File: config.mk
export PLATFORM = sky130hd
export DESIGN_NAME = m68k_script_master
export DESIGN_NICKNAME = d
export VERILOG_FILES = /design/src/rtl/m68k_script_master.sv
export SDC_FILE = /design/constraint.sdc
export NUM_CORES = 2
export LEC_CHECK = 0
export BUFFER_PORTS_ARGS = -buffer_cell sky130_fd_sc_hd__buf_2
export CORE_MARGIN = 1.5
export CORE_UTILIZATION = 60
export CTS_CLUSTER_DIAMETER = 80
export DETAILED_ROUTE_END_ITERATION = 6
export GPL_ROUTABILITY_DRIVEN = 0
export HOLD_SLACK_MARGIN = 0.08
export PLACE_DENSITY = 0.77
export SYNTH_ARGS = -nofsm -noshare
export SYNTH_HDL_FRONTEND = slang
export SYNTH_SLANG_ARGS = --single-unit
File: constraint.sdc
create_clock -name clk40 -period 6.75 [get_ports clk40]
set_input_delay 0.675 -clock clk40 [delete_from_list [all_inputs] [get_ports clk40]]
set_output_delay 0.675 -clock clk40 [all_outputs]
set_load 0.05 [all_outputs]
File: src/rtl/m68k_script_master.sv
// m68k_script_master: scripted 68010-style bus master with fault reporting.
// Define M68K_SCRIPT_CHECK_EN to compare read data against the expect field.
module m68k_script_master #(
  parameter int ADDR_W       = 24,
  parameter int DATA_W       = 16,
  parameter int DEPTH        = 32,
  parameter int TIMEOUT      = 64,
  parameter int STOP_ON_FAIL = 0
) (
  input  logic                           clk40,
  input  logic                           reset,
  input  logic                           ld_en,
  input  logic [$clog2(DEPTH)-1:0]       ld_idx,
  input  logic [ADDR_W+6+2*DATA_W-1:0]   ld_entry,
  input  logic                           start,
  output logic                           busy,
  output logic                           done,
  output logic                           pass,
  output logic [$clog2(DEPTH+1)-1:0]     err_count,
  output logic [$clog2(DEPTH)-1:0]       first_fail,
  output logic [1:0]                     fault_code,
  output logic [ADDR_W-1:0]              a,
  output logic [2:0]                     fc,
  output logic                           rw,
  output logic                           as_n,
  output logic                           uds_n,
  output logic                           lds_n,
  output logic [DATA_W-1:0]              dout,
  input  logic [DATA_W-1:0]              din,
  input  logic                           dtack_n,
  input  logic                           berr_n
);

  localparam int IW = $clog2(DEPTH);
  localparam int CW = $clog2(DEPTH+1);
  localparam int TW = $clog2(TIMEOUT+1);
  localparam int EW = ADDR_W+6+2*DATA_W;
  localparam int HW = DATA_W/2;
  localparam int A0 = 2*DATA_W+6;

  localparam logic [IW-1:0] LAST_IDX = IW'(DEPTH-1);
  localparam logic [CW-1:0] ERR_MAX  = CW'(DEPTH);
  localparam logic [TW-1:0] TO_MAX   = TW'(TIMEOUT-1);

  typedef enum logic [2:0] {
    S_IDLE,
    S_ADDR,
    S_STROBE,
    S_WAIT,
    S_END,
    S_DONE
  } state_t;

  state_t            state;
  logic [IW-1:0]     idx;
  logic [IW-1:0]     nidx;
  logic [TW-1:0]     tcnt;
  logic [1:0]        flt;
  logic [1:0]        f_now;
  logic [DATA_W-1:0] rdata;
  logic              mism;
  logic              unused_ok;

  logic [EW-1:0]     mem [DEPTH];
  logic [EW-1:0]     cur;
  logic [EW-1:0]     nxt;

  logic              c_a0;
  logic              c_rw;
  logic              c_size;
  logic              c_last;
  logic [DATA_W-1:0] c_wdata;
  logic [DATA_W-1:0] c_exp;

  // Script storage keeps its contents across reset.
  always_ff @(posedge clk40) begin
    if (ld_en && !busy)
      mem[ld_idx] <= ld_entry;
  end

  assign cur     = mem[idx];
  assign nidx    = (state == S_IDLE) ? '0 : idx + 1'b1;
  assign nxt     = mem[nidx];

  assign c_a0    = cur[A0];
  assign c_rw    = cur[2*DATA_W+2];
  assign c_size  = cur[2*DATA_W+1];
  assign c_last  = cur[2*DATA_W];
  assign c_wdata = cur[2*DATA_W-1 -: DATA_W];
  assign c_exp   = cur[DATA_W-1:0];

`ifdef M68K_SCRIPT_CHECK_EN
  // Byte reads compare only the lane that was strobed.
  always_comb begin
    mism = 1'b0;
    if (c_rw) begin
      if (c_size)
        mism = rdata != c_exp;
      else if (c_a0)
        mism = rdata[HW-1:0] != c_exp[HW-1:0];
      else
        mism = rdata[DATA_W-1:HW] != c_exp[DATA_W-1:HW];
    end
  end
  assign unused_ok = ^{cur[EW-1:A0+1], cur[A0-1:A0-3],
                       nxt[2*DATA_W+1:0]};
`else
  assign mism = 1'b0;
  assign unused_ok = ^{cur[EW-1:A0+1], cur[A0-1:A0-3],
                       nxt[2*DATA_W+1:0], c_exp, rdata};
`endif

  assign f_now = (flt != 2'd0) ? flt : {1'b0, mism};

  always_ff @(posedge clk40 or posedge reset) begin
    if (reset) begin
      state      <= S_IDLE;
      idx        <= '0;
      tcnt       <= '0;
      flt        <= 2'd0;
      rdata      <= '0;
      busy       <= 1'b0;
      done       <= 1'b0;
      pass       <= 1'b1;
      err_count  <= '0;
      first_fail <= '0;
      fault_code <= 2'd0;
      a          <= '0;
      fc         <= 3'd0;
      rw         <= 1'b1;
      as_n       <= 1'b1;
      uds_n      <= 1'b1;
      lds_n      <= 1'b1;
      dout       <= '0;
    end else begin
      unique case (state)
        S_IDLE: begin
          done <= 1'b0;
          if (start) begin
            state      <= S_ADDR;
            idx        <= '0;
            flt        <= 2'd0;
            busy       <= 1'b1;
            err_count  <= '0;
            first_fail <= '0;
            fault_code <= 2'd0;
            a          <= nxt[EW-1 -: ADDR_W];
            fc         <= nxt[A0-1 -: 3];
            rw         <= nxt[2*DATA_W+2];
          end
        end
        S_ADDR: begin
          if (c_size && c_a0) begin
            flt   <= 2'd2;
            state <= S_END;
          end else begin
            state <= S_STROBE;
            as_n  <= 1'b0;
            uds_n <= !(c_size || !c_a0);
            lds_n <= !(c_size || c_a0);
            if (!c_rw)
              dout <= c_size ? c_wdata : {2{c_wdata[HW-1:0]}};
          end
        end
        S_STROBE: begin
          tcnt  <= '0;
          state <= S_WAIT;
        end
        S_WAIT: begin
          if (!berr_n) begin
            flt   <= 2'd2;
            as_n  <= 1'b1;
            uds_n <= 1'b1;
            lds_n <= 1'b1;
            state <= S_END;
          end else if (!dtack_n) begin
            rdata <= din;
            as_n  <= 1'b1;
            uds_n <= 1'b1;
            lds_n <= 1'b1;
            state <= S_END;
          end else if (tcnt == TO_MAX) begin
            flt   <= 2'd3;
            as_n  <= 1'b1;
            uds_n <= 1'b1;
            lds_n <= 1'b1;
            state <= S_END;
          end else begin
            tcnt <= tcnt + 1'b1;
          end
        end
        S_END: begin
          if (f_now != 2'd0) begin
            if (err_count != ERR_MAX)
              err_count <= err_count + 1'b1;
            if (err_count == '0) begin
              first_fail <= idx;
              fault_code <= f_now;
            end
          end
          if (c_last || idx == LAST_IDX ||
              (STOP_ON_FAIL != 0 && f_now != 2'd0)) begin
            state <= S_DONE;
            done  <= 1'b1;
            busy  <= 1'b0;
            pass  <= (err_count == '0) && (f_now == 2'd0);
          end else begin
            state <= S_ADDR;
            idx   <= nidx;
            flt   <= 2'd0;
            a     <= nxt[EW-1 -: ADDR_W];
            fc    <= nxt[A0-1 -: 3];
            rw    <= nxt[2*DATA_W+2];
          end
        end
        S_DONE: begin
          done  <= 1'b0;
          state <= S_IDLE;
        end
        default: state <= S_IDLE;
      endcase
    end
  end

endmodule

-- After elaboration in Yosys (flattened, before gate mapping)
Memories as Yosys holds them, arrays and structs flattened.
Cells that the tools add are included.
- register bits after elaboration: 80
- input bits: 89
- logic and storage cells: 136
- memories: 1
- RAM bits: 1984
- output and inout bits: 63
- memory list (memory ; words ; bits a word ; read ports ; clocked after Yosys merged registers in ; wr ports ; RTL line ; text):
    mem ; 32 ; 62 ; 2 ; 0 ; 1 ; 64 ; logic [EW-1:0] mem [DEPTH];
- eq/ne operators: 22
- reductions and logical operators: 32
- $add $sub $neg: 3
- bitwise operators: 2
- mux-type cells: 59
- operators with widths (cell ; count):
    24-bit 2-to-1 mux ; 2
    24-bit case mux with 2 select lines ; 1
    5-bit 2-to-1 mux ; 5
    3-bit 2-to-1 mux ; 8
    2-bit inequality test, second input constant ; 11
    7-bit 2-to-1 mux ; 3
    5-bit case mux with 2 select lines ; 2
    2-bit 2-to-1 mux ; 9
    6-bit 2-to-1 mux ; 3
    16-bit 2-to-1 mux ; 1
    3-bit case mux with 5 select lines ; 1
    7-bit case mux with 2 select lines ; 1
    1-bit 2-to-1 mux ; 13
    1-bit case mux with 2 select lines ; 6
    6-bit case mux with 2 select lines ; 1
    3-bit AND reduction ; 4
    4-bit AND reduction ; 3
    2-bit nonzero test ; 6
    2-bit case mux with 4 select lines ; 1
    7-bit by 1-bit adder with 7-bit output, second input constant ; 1
    7-bit by 6-bit equality test with 1-bit output, second input constant ; 1
    6-bit by 1-bit adder with 6-bit output, second input constant ; 1
    3-bit by 2-bit equality test with 1-bit output, second input constant ; 2
    3-bit equality test, second input constant ; 2
    19 further kinds ; 30

-- Depth between registers and ports, before layout
An unclocked memory read counts as a cell.
- word-level depth: 6
- mapped depth: 14
- mapped depth without buffers: 9

-- Least setup slack after synthesis
OpenSTA, ideal clock, no wires.
- path kind: register to register
- start: reg busy
- end: mem mem[14][16] in the netlist's numbering (enable)
- setup slack: 2926 ps
- library setup time: 450 ps
- cell stages (with the launch flop): 5
- path buffers: 1
- required time: 6300 ps
- arrival: 3374 ps
- period minus slack after synthesis: 3824 ps
- path through: dfrtp_1 -> nand2b_1 -> or3b_2 -> clkbuf_1 -> nor2_1
- longest elaborated chain between the ends: 4
- ends and longest elaborated chain (element ; RTL line ; text):
    start: declaration ; 16 ; output logic busy,
    start signal: assignment ; 122 ; busy <= 1'b0;
    start signal: assignment ; 143 ; busy <= 1'b1;
    start signal: assignment ; 205 ; busy <= 1'b0;
    1-bit zero test ; 77 ; if (ld_en && !busy)
    1-bit logical AND ; 77 ;
    1-bit 2-to-1 mux ; 77 ;
    1-bit 2-to-1 mux (not written as such) ; 78 ; mem[ld_idx] <= ld_entry;
    end: declaration ; 64 ;
No other way between the ends.

-- Worst setup path after layout
- start: reg idx[2]
- end: reg dout[13]
- longest elaborated chain between the ends: 4
- elaborated cells between the ends (all ways): 6
- those cells by class: mux: 1; bitwise: 2; reduce/logical: 2; memory: 1
- ends and longest elaborated chain (element ; RTL line ; text):
    start: declaration ; 55 ; logic [IW-1:0] idx;
    start signal: assignment ; 209 ; idx <= nidx;
    memory read 32 x 62 bit (*) ; - ;
    1-bit logical AND ; 153 ; if (c_size && c_a0) begin
    1-bit inverter (no source line) ; - ;
    3-bit AND reduction (no source line) ; - ;
    end signal: assignment ; 162 ; dout <= c_size ? c_wdata : {2{c_wdata[HW-1:0]}};
    end: declaration ; 28 ; output logic [DATA_W-1:0] dout,
Every way passes the cells marked *; elsewhere a longest branch is shown, timed or not.
A chain may end at the register's enable or synchronous reset.

==> qor.csv <==
metric,value,unit
status,finished clean,
cap_violations,0,
grtUsageTotal,0.301,
powerDensity,363,nW/um^2
crit_type,reg -> reg,
coreArea,101000,sq um
rows,116,
start_kind,flip-flop,
fin_cells,5158,
synthDistinctLibCells,68,
slew_violations,0,
synth_fp_nets,3642,
place_inst,4877,
die-area,104000,sq um
drt_iter0_markers,4957,
async_flop_share,0.0515,
chipHeight,322,um
synth-main-ff-cell,edfxtp_1,
utilization,0.676,
setup_ws,2.32,ns
antenna_found_initial,7,
p_leak,21.9,nW
grt_pass1_vias,33800,
crit_fanout,25,
syn_inst,3548,
critPathArrivalTime,5.10,ns
tightest_slew,1.37,ns
clock.fmax,0.226,GHz
fin_skew,0.0298,ns
rsz0062_at_grt,no,
wl_met2,73.2,mm
port_buffers,119,
fin_nets,3769,
maxSlewHeadroom,0.0873,
synth_edf_count,1472,
setup_viol,0,
hold_ws,0.224,ns
die_x,322,um
cts_root_buf,clkbuf_16,
drive_gt1_frac,0.200,
grt_pass1_wl,224,mm
end_kind,flip-flop,
drc_errors,0,
cts_tree,yes,
hp-class,in -> reg,
final_common_cell,edfxtp_1,
grt_max_degree,159,
initial_core_util,0.608,
min_period,4.43,ns
cts_buffers,152,
drtAntennaViolNets,0,
met3_length,18.6,mm
areaGrowthSynthToFinish,11.1,%
min-delay-start,start,
layout_common_cells,"1472 x edfxtp_1, 416 x nand2_1, 205 x o21ai_0, 172 x a31oi_1, 156 x clkbuf_16",
overflow,0,
cts_sinks,1552,
cts_buffer_depth,3,
synth_area,61200,sq um
wl,155,mm
wl_per_cell,30.1,um
vias_per_cell,6.74,
r2r-start,idx[2]$_DFFE_PP0P_,
final_hold_viol_count,0,
dr.pass1.iters,5,
cp_data_required_time,7.42,ns
avgSynthCellArea,17.2,sq um
ys_ff_latch,1552,
pin_count,152,
vias,34700,
pre_cts_ws,2.34,ns
cp-startpoint,idx[2]$_DFFE_PP0P_,
tns,0,ns
clkTransAtPathRegs,0.06,ns
met1_length,58.2,mm
htreeDepth,4,
seq_area_frac_synth,0.755,
ys_warn_count,0,
hpwlAfterDp,77.7,mm
routed.top_layer,met5,
clkLatencyLatePin,0.75,ns
ir_worst_vdd,267,uV
finalCritPeriodShare,0.656,
[metal layers]
metal | vias up | track usage
li1 | 14400 | -
met1 | 17700 | 0.423
met2 | 2323 | 0.473
met3 | 351 | 0.0645
met4 | 4 | 0.107
met5 | - | 0
[repair_timing]
action,in CTS,in global routing
setup buffers,0,0
endpoints found under the hold margin,41,0
gates resized for setup,0,0
hold buffers,1,0
[cells in the mapped netlist, types with 5 or more instances]
master	number	area [sq um]
and2_1	6	37.5
o31ai_1	6	45.0
o21ai_0	205	1030
dfstp_2	5	131
o22ai_1	7	43.8
nand2_1	419	1570
a32oi_1	6	52.6
nor2_1	71	267
nand2b_1	7	43.8
a221oi_1	34	298
a21oi_1	32	160
nand4_1	30	188
dfrtp_1	75	1880
inv_1	14	52.6
nor2b_1	8	50.1
nor2_2	5	31.3
mux4_2	148	3330
mux2_1	6	67.6
buf_4	16	120
a211oi_1	60	450
o21a_1	7	52.6
buf_6	24	270
a22oi_1	86	646
nor3_1	14	70.1
edfxtp_1	1472	44200
ha_1	5	62.6
buf_2	54	270
and3_1	58	363
mux2i_1	138	1380
xor2_1	9	78.8
mux2_2	148	1670
nand3_1	10	50.1
o221ai_1	5	43.8
a31oi_1	172	1080
a221o_1	8	80.1
buf_1	13	48.8
clkbuf_1	111	417
[cell type report]
cell class,instances,area (sq um)
antenna,3,7.51
clock buffer,214,4240
clock inverter,63,424
fill,6150,32600
inverter,16,62.6
multi-input combinational,1761,14100
sequential,1552,46200
tap,1357,1700
timing repair buffer,192,1210
[flip-flops by register name, summed over array words and instances, names as in the netlist, 5 cells and up]
signal	cells
mem	1472
dout	16
a	24
tcnt	7
first_fail	5
idx	5
err_count	6
[metrics by stage]
step / power, mW / instance area, sq um
3_3_place_gp: 16.7 / 63300
2_1_floorplan: 15.2 / 61200
3_5_place_dp: 16.7 / 63300
5_1_grt: 25.4 / 67900
4_1_cts: 24.6 / 67900
6_report: 24.6 / 67900
[final timing paths]
check                                       endpoint  slack, ns  cells past startpoint
max                             dout[13]$_DFFE_PP0P_       2.32                      9
min                             state[0]$_DFFE_PP0P_       0.22                      2
max reg2reg                     dout[13]$_DFFE_PP0P_       2.32                      9
min reg2reg                first_fail[2]$_DFFE_PP0P_       0.47                      2
max in group asynchronous       dout[14]$_DFFE_PP0P_       4.92                      4
min in group asynchronous          fc[2]$_DFFE_PP0P_       0.59                      3
[worst max-delay path: stages (launching register included)]
cell	delay, ns
dfrtp_4	0.69
buf_4	0.48
clkinv_1	0.65
buf_4	0.47
nor2_1	0.88
a221oi_1	0.23
o21ai_1	0.46
or3_1	0.18
o31a_1	0.14
mux2_2	0.15
[kinds of logic (layout without fill, tap and decap cells)]
logic type	count (synthesis)	after routing	synth area share
compound gates	652	652	0.0687
xor+xnor	10	10	0.00155
fa+ha+maj	5	5	0.00102
buf+inv	235	485	0.0197
flops	1552	1552	0.755
mux	443	443	0.107
other cells	0	3	0
simple gates	651	651	0.0469
[where the power goes]
group | switching [mW] | internal, mW
clock | 3.49 | 4.50
sequential | 0.237 | 10.8
combinational | 3.76 | 1.86
(Power assumes the default switching activity.)
